--- config.mk ---
export PLATFORM = sky130hd
export DESIGN_NAME = upg_loader_flat
export DESIGN_NICKNAME = d
export VERILOG_FILES = /design/src/rtl/upg_loader_if.sv /design/src/rtl/upg_loader.sv /design/src/flat_wrapper.sv
export SDC_FILE = /design/constraint.sdc
export NUM_CORES = 1
export LEC_CHECK = 0
export ABC_AREA = 0
export CORE_MARGIN = 2
export CORE_UTILIZATION = 50
export CTS_CLUSTER_DIAMETER = 120
export DETAILED_ROUTE_END_ITERATION = 7
export MAX_ROUTING_LAYER = met4
export PLACE_DENSITY = 0.84
export SYNTH_ARGS = -nofsm -noshare
export SYNTH_HDL_FRONTEND = slang
export SYNTH_SLANG_ARGS = --single-unit
--- constraint.sdc ---
create_clock -name upg_clk_i -period 2.65 [get_ports upg_clk_i]
set_clock_uncertainty 0.2 [all_clocks]
set_input_delay 0.3975 -clock upg_clk_i [delete_from_list [all_inputs] [get_ports upg_clk_i]]
set_output_delay 0.3975 -clock upg_clk_i [all_outputs]
set_load 0.01 [all_outputs]
--- src/rtl/upg_loader_if.sv ---
// Byte-stream input and memory-write output bundle of the upgrade loader.
interface upg_loader_if;
  logic        start_i;
  logic [7:0]  rx_dat_i;
  logic        rx_vld_i;
  logic        upg_wen_o;
  logic [13:0] upg_adr_o;
  logic [31:0] upg_dat_o;
  logic        upg_done_o;
  logic        busy_o;
  logic        err_o;

  modport master (
    output start_i, rx_dat_i, rx_vld_i,
    input  upg_wen_o, upg_adr_o, upg_dat_o, upg_done_o, busy_o, err_o
  );

  modport slave (
    input  start_i, rx_dat_i, rx_vld_i,
    output upg_wen_o, upg_adr_o, upg_dat_o, upg_done_o, busy_o, err_o
  );
endinterface

--- src/rtl/upg_loader.sv ---
// Upgrade loader: parses a length-prefixed little-endian byte stream into
// 32-bit memory writes, with an inactivity timeout that aborts the session.
module upg_loader #(
  parameter int TIMEOUT_CYC = 2000000,
  parameter int MAX_WORDS   = 16384
) (
  input  logic         upg_clk_i,
  input  logic         upg_rst_n_i,
  upg_loader_if.slave  bus
);
  localparam int CW = $clog2(TIMEOUT_CYC + 1);
  localparam logic [CW-1:0] TMO_MAX  = CW'(TIMEOUT_CYC);
  // err_o is registered, so fire one cycle early: ERR then shows on the
  // TIMEOUT_CYC-th idle cycle after the last accepted byte.
  localparam logic [CW-1:0] TMO_FIRE = CW'(TIMEOUT_CYC - 1);

  typedef enum logic [2:0] {IDLE, LEN_LO, LEN_HI, DATA, DONE, ERR} state_e;

  state_e        state_q, state_d;
  logic [CW-1:0] tmo_q, tmo_d;
  logic [15:0]   len_q, len_d;
  logic [14:0]   wcnt_q, wcnt_d;
  logic [1:0]    k_q, k_d;
  logic [23:0]   part_q, part_d;
  logic          last_q, last_d;
  logic          wen_q, wen_d;
  logic [13:0]   adr_q, adr_d;
  logic [31:0]   dat_q, dat_d;

  logic        active, acc;
  logic [15:0] cnt_full;

  always_comb begin
    active   = (state_q == LEN_LO) || (state_q == LEN_HI) || (state_q == DATA);
    acc      = active && bus.rx_vld_i;
    cnt_full = {bus.rx_dat_i, len_q[7:0]};

    state_d = state_q;
    len_d   = len_q;
    wcnt_d  = wcnt_q;
    k_d     = k_q;
    part_d  = part_q;
    last_d  = last_q;
    wen_d   = 1'b0;
    adr_d   = adr_q;
    dat_d   = dat_q;
    tmo_d   = (tmo_q == TMO_MAX) ? tmo_q : tmo_q + 1'b1;
    if (acc) tmo_d = '0;

    case (state_q)
      IDLE, DONE, ERR: begin
        if (bus.start_i) begin
          state_d = LEN_LO;
          tmo_d   = '0;
          k_d     = '0;
          wcnt_d  = '0;
          last_d  = 1'b0;
        end
      end
      LEN_LO: begin
        if (acc) begin
          len_d[7:0] = bus.rx_dat_i;
          state_d    = LEN_HI;
        end
      end
      LEN_HI: begin
        if (acc) begin
          len_d[15:8] = bus.rx_dat_i;
          if (cnt_full == 16'd0 || cnt_full > 16'(MAX_WORDS)) state_d = ERR;
          else                                                 state_d = DATA;
        end
      end
      DATA: begin
        if (acc) begin
          k_d = k_q + 2'd1;
          case (k_q)
            2'd0: part_d[7:0]   = bus.rx_dat_i;
            2'd1: part_d[15:8]  = bus.rx_dat_i;
            2'd2: part_d[23:16] = bus.rx_dat_i;
            default: begin
              // fourth byte: launch the write on the following cycle
              wen_d  = 1'b1;
              adr_d  = wcnt_q[13:0];
              dat_d  = {bus.rx_dat_i, part_q};
              wcnt_d = wcnt_q + 15'd1;
              last_d = (16'(wcnt_q) + 16'd1) == len_q;
            end
          endcase
        end
      end
      default: state_d = IDLE;
    endcase

    if (active && !acc && tmo_d >= TMO_FIRE) state_d = ERR;
    // a completed load wins over a coincident timeout
    if (state_q == DATA && wen_q && last_q) state_d = DONE;
  end

  always_ff @(posedge upg_clk_i or negedge upg_rst_n_i) begin
    if (!upg_rst_n_i) begin
      state_q <= IDLE;
      tmo_q   <= '0;
      len_q   <= '0;
      wcnt_q  <= '0;
      k_q     <= '0;
      part_q  <= '0;
      last_q  <= 1'b0;
      wen_q   <= 1'b0;
      adr_q   <= '0;
      dat_q   <= '0;
    end else begin
      state_q <= state_d;
      tmo_q   <= tmo_d;
      len_q   <= len_d;
      wcnt_q  <= wcnt_d;
      k_q     <= k_d;
      part_q  <= part_d;
      last_q  <= last_d;
      wen_q   <= wen_d;
      adr_q   <= adr_d;
      dat_q   <= dat_d;
    end
  end

  assign bus.upg_wen_o  = wen_q;
  assign bus.upg_adr_o  = adr_q;
  assign bus.upg_dat_o  = dat_q;
  assign bus.upg_done_o = (state_q == DONE);
  assign bus.busy_o     = active;
  assign bus.err_o      = (state_q == ERR);
endmodule

--- src/flat_wrapper.sv ---
// flat-port wrapper written by rule: the top's interface ports become plain ports
module upg_loader_flat 
#(
  parameter int TIMEOUT_CYC = 2000000,
  parameter int MAX_WORDS   = 16384
)
  (upg_clk_i, upg_rst_n_i, bus_start_i, bus_rx_dat_i, bus_rx_vld_i, bus_upg_wen_o, bus_upg_adr_o, bus_upg_dat_o, bus_upg_done_o, bus_busy_o, bus_err_o);
  upg_loader_if bus_i ();
  input  logic upg_clk_i;
  input  logic upg_rst_n_i;
  input wire logic [$bits(bus_i.start_i)-1:0] bus_start_i;
  input wire logic [$bits(bus_i.rx_dat_i)-1:0] bus_rx_dat_i;
  input wire logic [$bits(bus_i.rx_vld_i)-1:0] bus_rx_vld_i;
  output wire logic [$bits(bus_i.upg_wen_o)-1:0] bus_upg_wen_o;
  output wire logic [$bits(bus_i.upg_adr_o)-1:0] bus_upg_adr_o;
  output wire logic [$bits(bus_i.upg_dat_o)-1:0] bus_upg_dat_o;
  output wire logic [$bits(bus_i.upg_done_o)-1:0] bus_upg_done_o;
  output wire logic [$bits(bus_i.busy_o)-1:0] bus_busy_o;
  output wire logic [$bits(bus_i.err_o)-1:0] bus_err_o;
  assign bus_i.start_i = bus_start_i;
  assign bus_i.rx_dat_i = bus_rx_dat_i;
  assign bus_i.rx_vld_i = bus_rx_vld_i;
  assign bus_upg_wen_o = bus_i.upg_wen_o;
  assign bus_upg_adr_o = bus_i.upg_adr_o;
  assign bus_upg_dat_o = bus_i.upg_dat_o;
  assign bus_upg_done_o = bus_i.upg_done_o;
  assign bus_busy_o = bus_i.busy_o;
  assign bus_err_o = bus_i.err_o;
  upg_loader #(.TIMEOUT_CYC(TIMEOUT_CYC), .MAX_WORDS(MAX_WORDS)) u_core (.upg_clk_i(upg_clk_i), .upg_rst_n_i(upg_rst_n_i), .bus(bus_i));
endmodule
==> metrics list <==
- The share of the Yosys chip area taken by registers is 52.0%.
* TritonCTS buffer count: 17
- CTS Buffer Depth: 2
- Global routing consumed, over all layers together, 24.8% of the routing resources.
* Met1 usage in global routing: 30.9%
* Number of different library cells in the post-synthesis netlist: 59
* Path depth of the worst reg2reg path: 8
- Registers take 3230 µm².
- Counting instances, the worst hold path has a depth of 2.
- Average cell area after synthesis: 9.78 µm²
* R2R Setup Slk: 60 ps
- Summed over all nets, the half-perimeter wirelength after detailed placement is 9.78 mm.
- After global routing, the most crowded layer is met2.
- Placeable core region: 12,100 µm²
- Final RePlAce weighted congestion: 0.915
* Max transition margin: 42.8%
- STA puts the critical path data required time at 2780 ps.
- For the pin with the worst max-slew slack, the measured transition is 855 ps.
* Global route total overflow: 0
- Of the total synthesized cell area, the portion taken by AND, OR, NAND and NOR gates is 21.4%.
* Routed vias: 4,840
- Worst Setup SP: u_core.wcnt_q[1]
- Detailed-route vias per instance: 5.41
- Post-synthesis share of cell area spent on full adders, half adders and majority gates: 1.41%
- Entering global routing, the biggest net connects 59 pins.
- In this run the most critical hold path is launched from u_core.part_q[2].
- For this run, the top clock speed supported by timing is 0.386 GHz.
- Die boundary width: 115 µm
- Initial antenna violation count: 0
- DR iter-0 viols: 307
* Most used DFF post-synth: dfrtp_1
- Max FO, Critical Path: 7
* Number of endpoints with negative hold slack in the final report: 0
- Of all cell types, the one taking the most synthesized area is dfrtp_1.
* Final wirelength: 14.8 mm
- The commonest cells after synthesis are nand2_1 (170), dfrtp_1 (129), nor2_1 (44).
* Netlist area before placement: 6200 µm²
- Summing the areas of all compound-gate instances in the mapped netlist gives 7.50% of the synthesized area.
- Area of the die: 13,300 µm²
* Leading cell type by number of instances after synthesis: nand2_1
* Final period util: 97.7%
- Net count, final: 734
* Synthesized instance count: 634
- At the worst endpoint, the arrival time is 2720 ps.
- # port buffers: 61
- Count of inserted antenna diode cells: 0
- Sinks on Clock Net: 129
- After filler insertion, the fill cell instance count of the layout stands at 927.
* Hold Crit Class: flip-flop to flip-flop
- In this run the clock root is driven by a clkbuf_16.
- Met2 routing resource usage after global routing: 38.8%
- Clock latency on the worst-skew pair, taken at its later pin, is 420 ps.
- Cells with a size suffix above 1 make up 17.9% of the layout.
- Dividing total power by cell area gives a power density of 978 nW/µm².
- Post-synth EDFFs: 0
* Proportion of register bits with asynchronous set or reset after synthesis: 100%
- Worst Setup End Kind: flip-flop
* Dominant combinational cell family by area after synthesis: simple AND/OR/NAND/NOR gates
* CTS tree: done
- Multiplexer cells account for 7.93% of the synthesized area.
- In the final layout, the multi-input gates occupy 2770 µm².
- The number of global-route vias before repair is 5,046.
- Synthesis inferred 129 register bits.
* I/O Pins: 62
- Count of warnings emitted by yosys: 0
- Critical setup path kind: flip-flop to flip-flop
- Run status: complete, no violations
- Synth area leaders: dfrtp_1 (52%), nand2_1 (10%), mux2_2 (7.4%)
- Reg2reg start: u_core.wcnt_q[1]
* Startpoint types: flip-flop
* Final period demand of the worst path: 2590 ps
- The top cell type by area accounts for 52.0% of the synthesized area.
- Setup violations remaining at the end of the flow were counted as 0.
- The floorplan has 40 rows.
- Clock transition at the registers of the reported paths: 60 ps
- Routed WL per cell: 16.5 µm
- Die H: 115 µm
* Total negative setup slack: 0 ps
* H-tree levels: 4
* Remaining antenna violation count after routing: 0
- The worst register-to-register path ends at u_core.last_q.
* Highest ir drop seen on vdd: 0.714 mV
- First-pass GRT wire length: 24.8 mm
- Buffers added to address setup during post-CTS repair amount to 0.
* Mapped Nets: 653
- Setup repair after global routing missed its margin: no
- Static leakage power: 3.56 nW
* Final Max Slew Viols: 0
* Hold Path End: u_core.bus.upg_dat_o[2]
- Area grow syn2layout: 25.7%
- For this configuration, the core starts out at a cell density of 51.4%.
* Max Cap Viol: 0
* Number of remaining DRC errors: 0
- Number of optimization iterations in the first detailed-route pass: 5
- Summing the areas of all xor and xnor instances in the mapped netlist gives 5.93% of the synthesized area.
* Met3 demand-to-capacity share in global routing: 7.17%
- Across all hold checks on the routed design, the worst slack comes to 270 ps.
## critical path, stage by stage, from the launching register on
cell and delay [ps]:
dfrtp_1 430, ha_1 250, and2_4 180, nor2b_1 140, and4_2 280, nor3_1 220
a211oi_1 70, or4_1 550, o31ai_2 190
## metal layers
layer	share of wire [%]	up-vias
li1	-	2293
met1	44	2373
met2	50	153
met3	5.1	21
met4	1.6	0
met5	0	-
## how the worst max path moves through the flow
stage / cells past startpoint / endpoint
after floorplan: 10 / u_core.last_q
after global placement: 8 / u_core.state_q[1]
after detailed placement: 8 / u_core.state_q[1]
after CTS: 8 / u_core.last_q
after global routing: 8 / u_core.last_q
final: 8 / u_core.last_q
## power by group
group | switching (mW) | total, mW | internal (mW)
sequential | 0.449 | 3.02 | 2.57
clock | 0.886 | 2.37 | 1.48
combinational | 1.03 | 2.23 | 1.21
## registers in the layout (all words and copies together), names as in the netlist
register              count
u_core.tmo_q             21
u_core.part_q            24
u_core.last_q             1
u_core.bus.upg_adr_o     14
u_core.wcnt_q            15
u_core.state_q            3
u_core.bus.upg_dat_o     32
u_core.bus.upg_wen_o      1
u_core.len_q             16
u_core.k_q                2
## cell type report
cell class                      count  share of cell area, %
Clock buffer                       19                   5.55
Clock inverter                     12                   2.01
Inverter                           13                  0.626
Tap cell                          168                   2.70
Multi-Input combinational cell    453                   35.5
Timing Repair Buffer              101                   12.2
Sequential cell                   129                   41.4
## repair_timing
item	4_1_cts	5_1_grt
hold buffers	1	0
gates resized for setup	0	7
hold endpoints to repair	38	0
setup endpoints to repair	0	3
## cells by family (layout without fill, tap and decap cells)
group	count (synthesis)	after routing
xor+xnor	42	42
buf+inv	52	145
simple gates	289	289
mux	44	44
compound gates	71	71
fa+ha+maj	7	7
flops	129	129
## placed cells by master (no fill, tap or decap), types with 3 or more instances in the layout
cell type,netlist,final
nor3_1,6,5
nand2_1,170,170
clkbuf_16,0,17
inv_1,13,13
buf_4,4,37
a211oi_1,4,4
mux2_2,41,41
nor4_1,6,5
a21oi_1,14,14
nand3b_1,3,3
nand2b_1,3,3
buf_12,0,3
o31ai_1,6,6
inv_6,0,3
ha_1,7,6
xor2_1,18,18
nor2_1,44,44
clkinv_2,0,3
bufinv_16,0,3
xnor2_1,24,24
nand4_1,11,11
nor2b_1,4,4
a31oi_1,7,7
clkdlybuf4s50_1,0,60
o21ai_0,25,25
nand3_1,13,13
mux2i_1,3,3
and3_1,5,5
dfrtp_1,129,128
## per-stage QoR
step / util [%] / power (mW) / worst slack, ps / cell area, µm² / std cells
floorplan: - / 4.20 / 51.3 / 6200 / 634
finish: 64.6 / 7.62 / 59.6 / 7790 / 895
global placement: 59.4 / 5.11 / 7.12 / 7170 / 863
global route: 64.6 / 8.04 / 6.03 / 7790 / 895
CTS: 64.4 / 7.67 / 61.7 / 7770 / 895
detailed placement: 59.4 / 5.23 / -115 / 7170 / 863
Power figures use the tool's default switching activity.
